[src/rtl/silu_req_arbiter.sv]
// Round-robin, burst-locked sharing of one combinational silu between NUM_REQ requesters.
// Optional saturating Inf/NaN beat counter under `ifdef ACT_SPECIAL_CNT_EN.

// Combinational silu: specials and saturation regions exact, mid-range a power-of-two
// approximation of x*sigmoid(x) done by exponent decrement (subnormal results flush to zero).
module silu #(
  parameter int I_EXP  = 8,
  parameter int I_MNT  = 23,
  parameter int I_DATA = 32
) (
  input  logic [I_DATA-1:0] x,
  output logic [I_DATA-1:0] y
);
  localparam logic [I_EXP-1:0] BIAS = {1'b0, {(I_EXP-1){1'b1}}};

  logic             s;
  logic [I_EXP-1:0] e;
  logic [I_EXP-1:0] sh;
  logic [I_MNT-1:0] m;

  assign s = x[I_DATA-1];
  assign e = x[I_MNT +: I_EXP];
  assign m = x[I_MNT-1:0];

  always_comb begin
    y  = x;
    sh = '0;
    if (e == '1) begin
      if (m == '0 && s) y = '0;
    end else if (e == '0) begin
      y = x;
    end else if (!s) begin
      if (e < BIAS) sh = I_EXP'(1);
    end else if (e >= BIAS + I_EXP'(3)) begin
      y = '0;
    end else if (e >= BIAS + I_EXP'(2)) begin
      sh = I_EXP'(7);
    end else if (e >= BIAS + I_EXP'(1)) begin
      sh = I_EXP'(4);
    end else if (e >= BIAS) begin
      sh = I_EXP'(2);
    end else begin
      sh = I_EXP'(1);
    end
    if (sh != '0) begin
      if (e <= sh) y = {s, {(I_DATA-1){1'b0}}};
      else         y = {s, e - sh, m};
    end
  end
endmodule

module silu_req_arbiter #(
  parameter int NUM_REQ = 4,
  parameter int ID_W    = 2,
  parameter int I_EXP   = 8,
  parameter int I_MNT   = 23,
  parameter int I_DATA  = 32
) (
  input  logic                      clk,
  input  logic                      rst_n,
  input  logic [NUM_REQ-1:0]        req_valid,
  output logic [NUM_REQ-1:0]        req_ready,
  input  logic [NUM_REQ*I_DATA-1:0] req_data,
  input  logic [NUM_REQ-1:0]        req_last,
  output logic                      out_valid,
  input  logic                      out_ready,
  output logic [I_DATA-1:0]         out_data,
  output logic [ID_W-1:0]           out_id,
  output logic                      out_last,
  output logic                      busy
`ifdef ACT_SPECIAL_CNT_EN
  ,
  output logic [15:0]               special_cnt,
  input  logic                      special_clr
`endif
);
  typedef enum logic {IDLE, BURST} state_t;

  state_t            state, state_nxt;
  logic [ID_W-1:0]   grant, grant_nxt, last_grant, last_grant_nxt;
  logic [ID_W-1:0]   pick, cand;
  logic              any_valid, xfer;
  int unsigned       idx;
  logic [I_DATA-1:0] sel_data, silu_y;

  // Walk downward so the final overwrite is the nearest valid index above last_grant.
  always_comb begin
    pick      = last_grant;
    any_valid = 1'b0;
    idx       = 0;
    cand      = '0;
    for (int unsigned k = NUM_REQ; k >= 1; k--) begin
      idx  = (32'(last_grant) + k) % NUM_REQ;
      cand = ID_W'(idx);
      if (req_valid[cand]) begin
        pick      = cand;
        any_valid = 1'b1;
      end
    end
  end

  always_ff @(posedge clk or negedge rst_n) begin
    if (!rst_n) begin
      state      <= IDLE;
      grant      <= '0;
      last_grant <= ID_W'(NUM_REQ-1);
    end else begin
      state      <= state_nxt;
      grant      <= grant_nxt;
      last_grant <= last_grant_nxt;
    end
  end

  always_comb begin
    state_nxt      = state;
    grant_nxt      = grant;
    last_grant_nxt = last_grant;
    case (state)
      IDLE: if (any_valid) begin
        grant_nxt = pick;
        state_nxt = BURST;
      end
      BURST: if (xfer && req_last[grant]) begin
        last_grant_nxt = grant;
        state_nxt      = IDLE;
      end
      default: state_nxt = IDLE;
    endcase
  end

  always_comb begin
    req_ready = '0;
    if (state == BURST) req_ready[grant] = !out_valid || out_ready;
  end

  assign xfer     = (state == BURST) && req_valid[grant] && req_ready[grant];
  assign sel_data = req_data[grant*I_DATA +: I_DATA];
  assign busy     = (state == BURST) || out_valid;

  silu #(.I_EXP(I_EXP), .I_MNT(I_MNT), .I_DATA(I_DATA)) u_silu (
    .x(sel_data),
    .y(silu_y)
  );

  always_ff @(posedge clk or negedge rst_n) begin
    if (!rst_n) begin
      out_valid <= 1'b0;
      out_data  <= '0;
      out_id    <= '0;
      out_last  <= 1'b0;
    end else if (xfer) begin
      out_valid <= 1'b1;
      out_data  <= silu_y;
      out_id    <= grant;
      out_last  <= req_last[grant];
    end else if (out_ready) begin
      out_valid <= 1'b0;
    end
  end

`ifdef ACT_SPECIAL_CNT_EN
  always_ff @(posedge clk or negedge rst_n) begin
    if (!rst_n)
      special_cnt <= '0;
    else if (special_clr)
      special_cnt <= '0;
    else if (xfer && sel_data[I_MNT +: I_EXP] == '1 && special_cnt != '1)
      special_cnt <= special_cnt + 16'd1;
  end
`endif
endmodule

[config.mk]
export PLATFORM = sky130hd
export DESIGN_NAME = silu_req_arbiter
export DESIGN_NICKNAME = d
export VERILOG_FILES = /design/src/rtl/silu_req_arbiter.sv
export SDC_FILE = /design/constraint.sdc
export NUM_CORES = 1
export LEC_CHECK = 0
export BUFFER_PORTS_ARGS = -buffer_cell sky130_fd_sc_hd__buf_2
export CAP_MARGIN = 20
export CORE_ASPECT_RATIO = 0.5
export CORE_MARGIN = 1
export CORE_UTILIZATION = 44
export DETAILED_ROUTE_END_ITERATION = 12
export GPL_TIMING_DRIVEN = 0
export PLACE_DENSITY = 0.82
export SETUP_SLACK_MARGIN = 0.5
export SLEW_MARGIN = 20
export SYNTH_ARGS = -nofsm -noshare
export SYNTH_HDL_FRONTEND = slang
export SYNTH_SLANG_ARGS = --single-unit
[constraint.sdc]
create_clock -name clk -period 4.2 [get_ports clk]
set_input_delay 0.21 -clock clk [delete_from_list [all_inputs] [get_ports clk]]
set_output_delay 0.21 -clock clk [all_outputs]
set_load 0.03 [all_outputs]
==> results.md, run 1 <==
* Post-synth cell types at 48
* Worst-margin pin slew at 1080 ps
* Synth Area in Compound Gates at 19.3%
* Worst Skew at 5.38 ps
* Detailed Place HPWL at 7490 µm
* FF+latch area at 0.00103 mm²
* Share of the synthesized area in the top cell type at 33.4%
* Fraction of layout cells with a size suffix above 1 at 60.6%
* Final Hold Viols at 0
* Area share of xor/xnor cells in the synthesized design at 0.299%
* Worst Setup End Kind: flop
* Reg2reg setup slack at 430 ps
* Proportion of synthesized area in mux cells at 27.5%
* First-pass GRT wire length at 15200 µm
* Layout area overhead at 46.4%
* Vias in the first global route at 3046
* Lkg Pwr at 2.07 nW
* PwrDens at 825 mW/mm²
* Starting DRC count in detailed routing at 155
* Largest area contributor in the netlist: dfrtp_1
* Final core occ at 68.7%
* Adder-cell share of the synthesized area at 1.97%
* Maximum VDD drop at 0.342 mV
* Crit Path Class: reg2reg
* Max-cap violation count at 0
* Fillcell total at 492
* Multi-input gate area at 0.00186 mm²
* Hold_ws at 67.4 ps
* Total Routing Usage GR at 28.3%
* Routed WL per cell at 18.2 µm
* Post-Syn Area at 0.00293 mm²
* Largest family of logic cells by synthesized area: multiplexers
* CP Launch Type: flop
* Total power at 3.54 mW
* Most frequent CP cell: buf_6
* Switching pwr at 1.67 mW
* Clock Latency Late Sink at 280 ps
* Data required time at the worst endpoint at 4370 ps
* Clk slew on worst S/H paths at 60 ps
* Top post-synthesis cells by area: dfrtp_1 (33%), mux4_2 (25%), a22o_1 (6.9%)
* Num CTS Buffers at 5
* ANT nets after route at 0
* Yosys reg bits at 41
* CTS root buffer: clkbuf_16
* I/O Buffers at 179
* Logic pwr share at 69.7%
* Most frequent cells in the layout: buf_2 (183), dfrtp_1 (39), mux4_2 (32)
* Hold Buf Count CTS at 0
* Post-Synth Simple-Gate Area at 11.0%
* Fmax at 265 MHz
* Endpoints failing setup at 0
* Total grt overflow at 0
* Rows at 20
* Starting Density at 46.9%
* Final min period at 3770 ps
* Total Nets Final at 591
* Commonest non-fill, non-tap cell in the layout: buf_2
* Main flop type after synthesis: dfrtp_1
* EDFF count, synth at 0
* Rel. slew slack at 27.3%
* CTS H-tree lvls at 2
* Syn avg cell area at 11.7 µm²
* Post-synthesis net count at 393
* Fin Setup TNS at 0 ps
* Fin. max-slew vios at 0
* Maximum buffer depth of the clock tree at 2
* Final WL at 9780 µm
* CTS tree: done
* Vias at 3152
* Full die area at 0.00700 mm²
* Clock power frac at 10.7%
* Die Wd at 117 µm
* # clock sinks at 41
* Vias/cell at 5.87
* Chip height at 59.7 µm
* Pre-Repair DR Iteration Count at 5
* N_diodes at 0
* Critical path's slowest cell: or4_4
* Share of flip-flops with an asynchronous set or reset at 100%
* Internal at 1.86 mW
* Worst Setup SP: grant[0]$_DFFE_PN0P_
* Worst min path class: in2async
* # IOs at 180
* Critical path arrival at 3940 ps
* Worst r2r src: grant[0]$_DFFE_PN0P_
* Initial antenna violation count at 0
* Yosys warnings at 0
* Post-Syn Instances at 250
* Status: finished, final reports clean
* RSZ-0062 raised after global routing: yes
* Routability cong. at 0.842
* Crit-path max cell delay at 580 ps
* Sequential area share after synthesis at 35.2%
* Core ar. at 0.00623 mm²
* Period utilisation layout at 89.7%
* Largest net degree at the start of global routing at 42
* CP Cell Sequence: buf_6, mux4_2, or4_4, nor2_4, nand2_2, a221oi_2, ha_2, fa_2, nor2b_2, o21a_1, o41ai_4, a31oi_4, buf_6, a22o_1
* Sw frac at 47.3%
* Largest fanout on the critical path at 10
* # DRC at 0
* Seq pwr share at 19.6%
==> state kept, by name (all words and copies together) (netlist names) <==
name	count
out_data	32
out_id	2
out_last	1
out_valid	1
state	1
grant	2
last_grant	2
==> worst max-delay path: cells and delay by family, from the launching register on <==
family	cells	cell delay [ps]
AOI/OAI and AO/OA	5	1130
and+or+nand+nor	4	850
DFF	1	340
adders and majority gates	2	460
muxes	1	540
buffers and inverters	2	330
==> metrics by stage <==
| step | std cells | cell area [µm²] | setup slack [ps] |
|---|---|---|---|
| finish | 537 | 4280 | 432 |
| global route | 537 | 4280 | 307 |
| CTS | 533 | 4170 | 515 |
| detailed placement | 517 | 3930 | 220 |
| global placement | 517 | 3930 | 254 |
| floorplan | 250 | 2930 | 536 |
==> synthesized netlist by cell type (all sizes together) (5+ instances only) <==
cell type,instances
a211oi,7
nor2,11
nor4,6
a21oi,6
o21ai,15
nor3,9
a31oi,5
inv,8
clkbuf,6
mux4,32
a22o,23
buf,12
nand2,16
mux2i,5
dfrtp,39
==> cells by family (layout without fill, tap and decap cells) <==
group	Yosys count	after routing
AO/OA/AOI/OAI	74	74
AND/OR/NAND/NOR	64	64
flip-flops	41	41
multiplexers	40	40
buffers and inverters	26	225
adder cells (fa/ha/maj)	4	4
XOR/XNOR	1	1
==> metal layers <==
layer,global-route usage (%),vias to the layer above,routed length [µm]
met5,0,-,0
met4,10.8,0,240
met3,6.68,24,729
met2,47.9,161,4790
met1,36.3,1562,4020
li1,-,1405,-
==> power by group through the flow <==
stage | Sequential [mW] | Clock (mW) | Combinational (mW)
2_1_floorplan | 0.986 | 0 | 1.35
3_3_place_gp | 0.691 | 0 | 2.17
3_5_place_dp | 0.693 | 0 | 2.21
4_1_cts | 0.690 | 0.380 | 2.30
5_1_grt | 0.717 | 0.401 | 2.64
6_report | 0.694 | 0.379 | 2.46
==> layout make-up <==
type / instances / area share [%]
Buffer: 18 / 2.95
Multi-Input combinational cell: 183 / 43.3
Tap cell: 88 / 2.57
Timing Repair Buffer: 191 / 23.1
Sequential cell: 41 / 24.0
Inverter: 8 / 0.701
Clock inverter: 3 / 0.409
Clock buffer: 5 / 2.92
==> worst paths after layout <==
check / end / cells after the start
max in group asynchronous: out_data[9]$_DFFE_PN0P_ / 1
min in group clk: out_valid$_DFFE_PN0P_ / 3
max: out_data[9]$_DFFE_PN0P_ / 14
min: out_data[23]$_DFFE_PN0P_ / 1
min reg2reg: out_id[0]$_DFFE_PN0P_ / 2
max reg2reg: out_data[9]$_DFFE_PN0P_ / 14
==> repair_timing <==
| action | CTS | global route |
|---|---|---|
| endpoints found under the hold margin | 0 | 0 |
| pin swaps | 5 | 7 |
| setup buffers | 7 | 4 |
| setup endpoints to repair | 31 | 31 |
| resized for setup | 12 | 19 |
| gates cloned | 1 | 0 |
Note: power is estimated with default switching activity, not from simulation.
==> run 2, diff against run 1 <==
--- a/config.mk
+++ b/config.mk
@@ -7,12 +7,14 @@
 export LEC_CHECK = 0
 export BUFFER_PORTS_ARGS = -buffer_cell sky130_fd_sc_hd__buf_2
 export CAP_MARGIN = 20
+export CELL_PAD_IN_SITES_DETAIL_PLACEMENT = 1
+export CELL_PAD_IN_SITES_GLOBAL_PLACEMENT = 2
 export CORE_ASPECT_RATIO = 0.5
-export CORE_MARGIN = 1
-export CORE_UTILIZATION = 44
+export CORE_MARGIN = 4
+export CORE_UTILIZATION = 25
 export DETAILED_ROUTE_END_ITERATION = 12
 export GPL_TIMING_DRIVEN = 0
-export PLACE_DENSITY = 0.82
+export PLACE_DENSITY_LB_ADDON = 0.1
 export SETUP_SLACK_MARGIN = 0.5
 export SLEW_MARGIN = 20
 export SYNTH_ARGS = -nofsm -noshare
==> run 2 against run 1 <==
Clock skew is 2.2 ps higher. Design area is 4.7% higher. Combinational power is 7% higher. Fmax is 0.66% higher. Sequential power hardly changed.
==> results.md, run 2 (synthesis results as in run 1) <==
* Max reg flops at 32
* Worst Skew at 7.57 ps
* ANT nets after route at 0
* PwrDens at 839 mW/mm²
* Total Routing Usage GR at 17.9%
* Maximum VDD drop at 0.276 mV
* Worst-margin pin slew at 988 ps
* CTS root buffer: clkbuf_16
* CTS tree: done
* Crit Path Class: reg2reg
* Largest fanout on the critical path at 10
* Period utilisation layout at 89.1%
* Setup ws final at 456 ps
* Final Cell Area at 0.00448 mm²
* Worst Setup SP: grant[0]$_DFFE_PN0P_
* Endpoints failing setup at 0
* Full die area at 0.0136 mm²
* Max-cap violation count at 0
* Total Nets Final at 598
* Clock Latency Late Sink at 290 ps
* Commonest non-fill, non-tap cell in the layout: buf_2
* Rel. slew slack at 33.7%
* Final Hold Viols at 0
* Maximum buffer depth of the clock tree at 2
* Largest Register: out_data
* # clock sinks at 41
* Rows at 27
* Final min period at 3740 ps
* GR Util met2 at 31.0%
* # IOs at 180
* Status: finished, final reports clean
* Met1 usage at 22.2%
* Detailed Place HPWL at 9850 µm
* Core ar. at 0.0112 mm²
* Vias in the first global route at 3586
* N_diodes at 0
* Starting Density at 26.1%
* Top Usage Layer GRT: met2
* Worst r2r src: grant[0]$_DFFE_PN0P_
* Met3 Use GR at 6.18%
* Final core occ at 40.0%
* Largest net degree at the start of global routing at 42
* Routed WL per cell at 19.9 µm
* Die Wd at 161 µm
* Routability cong. at 0.835
* Critical path arrival at 3920 ps
* Layout area overhead at 53.3%
* Num CTS Buffers at 5
* Final WL at 12300 µm
* Data required time at the worst endpoint at 4380 ps
* Total grt overflow at 0
* I/O Buffers at 179
* Starting DRC count in detailed routing at 96
* CP Launch Type: flop
* Vias at 3068
* Hold_sp: out_ready
* # DRC at 0
* Lkg Pwr at 2.13 nW
* Fraction of layout cells with a size suffix above 1 at 61.4%
* CTS H-tree lvls at 2
* Worst Setup End Kind: flop
* Clk slew on worst S/H paths at 60 ps
* Chip height at 84.5 µm
* Fmax at 267 MHz
* DP Area at 0.00402 mm²
* First-pass GRT wire length at 19200 µm
* Vias/cell at 4.99
* Most frequent cells in the layout: buf_2 (183), dfrtp_1 (39), mux4_2 (32)
* Initial antenna violation count at 2
* Fin. max-slew vios at 0
* RSZ-0062 raised after global routing: yes
* Pre-Repair DR Iteration Count at 4
* Worst min path class: in2reg
* Place WS at -8.92 ps
==> run 2: routing by layer <==
| metal | vias to the layer above | wire (µm) | part of all wire (%) |
|---|---|---|---|
| met3 | 11 | 876 | 7.2 |
| met2 | 93 | 6030 | 49 |
| li1 | 1419 | - | - |
| met4 | 4 | 82 | 0.67 |
| met1 | 1541 | 5230 | 43 |
| met5 | - | 27 | 0.22 |
==> run 2: final timing paths <==
path                                            end  slack (ps)  depth (start not counted)
setup / recovery           out_data[15]$_DFFE_PN0P_         460                         14
hold / removal                out_valid$_DFFE_PN0P_         210                          3
setup reg to reg           out_data[15]$_DFFE_PN0P_         460                         14
hold reg to reg               out_id[0]$_DFFE_PN0P_         470                          2
max in group asynchronous           state$_DFF_PN0_        3320                          2
min in group asynchronous  out_data[10]$_DFFE_PN0P_         450                          2
==> run 2: final cells by class <==
| cell class | count | area, µm² |
|---|---|---|
| Fill cell | 1320 | 6730 |
| Multi-Input combinational cell | 183 | 1880 |
| Timing Repair Buffer | 198 | 1050 |
| Sequential cell | 41 | 1030 |
| Tap cell | 159 | 199 |
| Clock buffer | 6 | 129 |
| Buffer | 18 | 128 |
| Clock inverter | 2 | 38.8 |
| Inverter | 8 | 30.0 |
==> run 2: report_power, final <==
| group | leakage [nW] | total (mW) | internal (mW) | switching (mW) |
|---|---|---|---|---|
| Sequential | 0.507 | 0.693 | 0.589 | 0.104 |
| Clock | 0.0810 | 0.447 | 0.282 | 0.165 |
| Combinational | 1.54 | 2.62 | 1.13 | 1.49 |
==> run 2: through the flow <==
stage	TNS (ps)	total power [mW]	std cells	hold WS, ps
finish	0	3.76	615	214
global route	0	4.03	615	237
CTS	0	3.65	608	137
detailed placement	-8.92	3.02	588	454
global placement	0	2.97	588	429
floorplan	0	2.33	250	-85.6
==> run 2: critical path, stage by stage, from the launching register on <==
cell and delay (ps):
dfrtp_1 340, buf_6 150, mux4_2 520, or4_4 570, nor2_4 150, nand2_2 70
a221oi_2 240, ha_2 250, fa_2 230, nor2b_2 50, o21a_2 240, o41ai_4 340
a31oi_4 100, buf_6 180, a22o_1 200
==> run 2: what timing repair did <==
item / CTS / global route
hold buffers: 0 / 1
gates cloned: 1 / 0
gates resized for setup: 19 / 17
endpoints found under the hold margin: 0 / 39
pin swaps: 6 / 7
buffers inserted: 11 / 6
setup endpoints to repair: 31 / 31
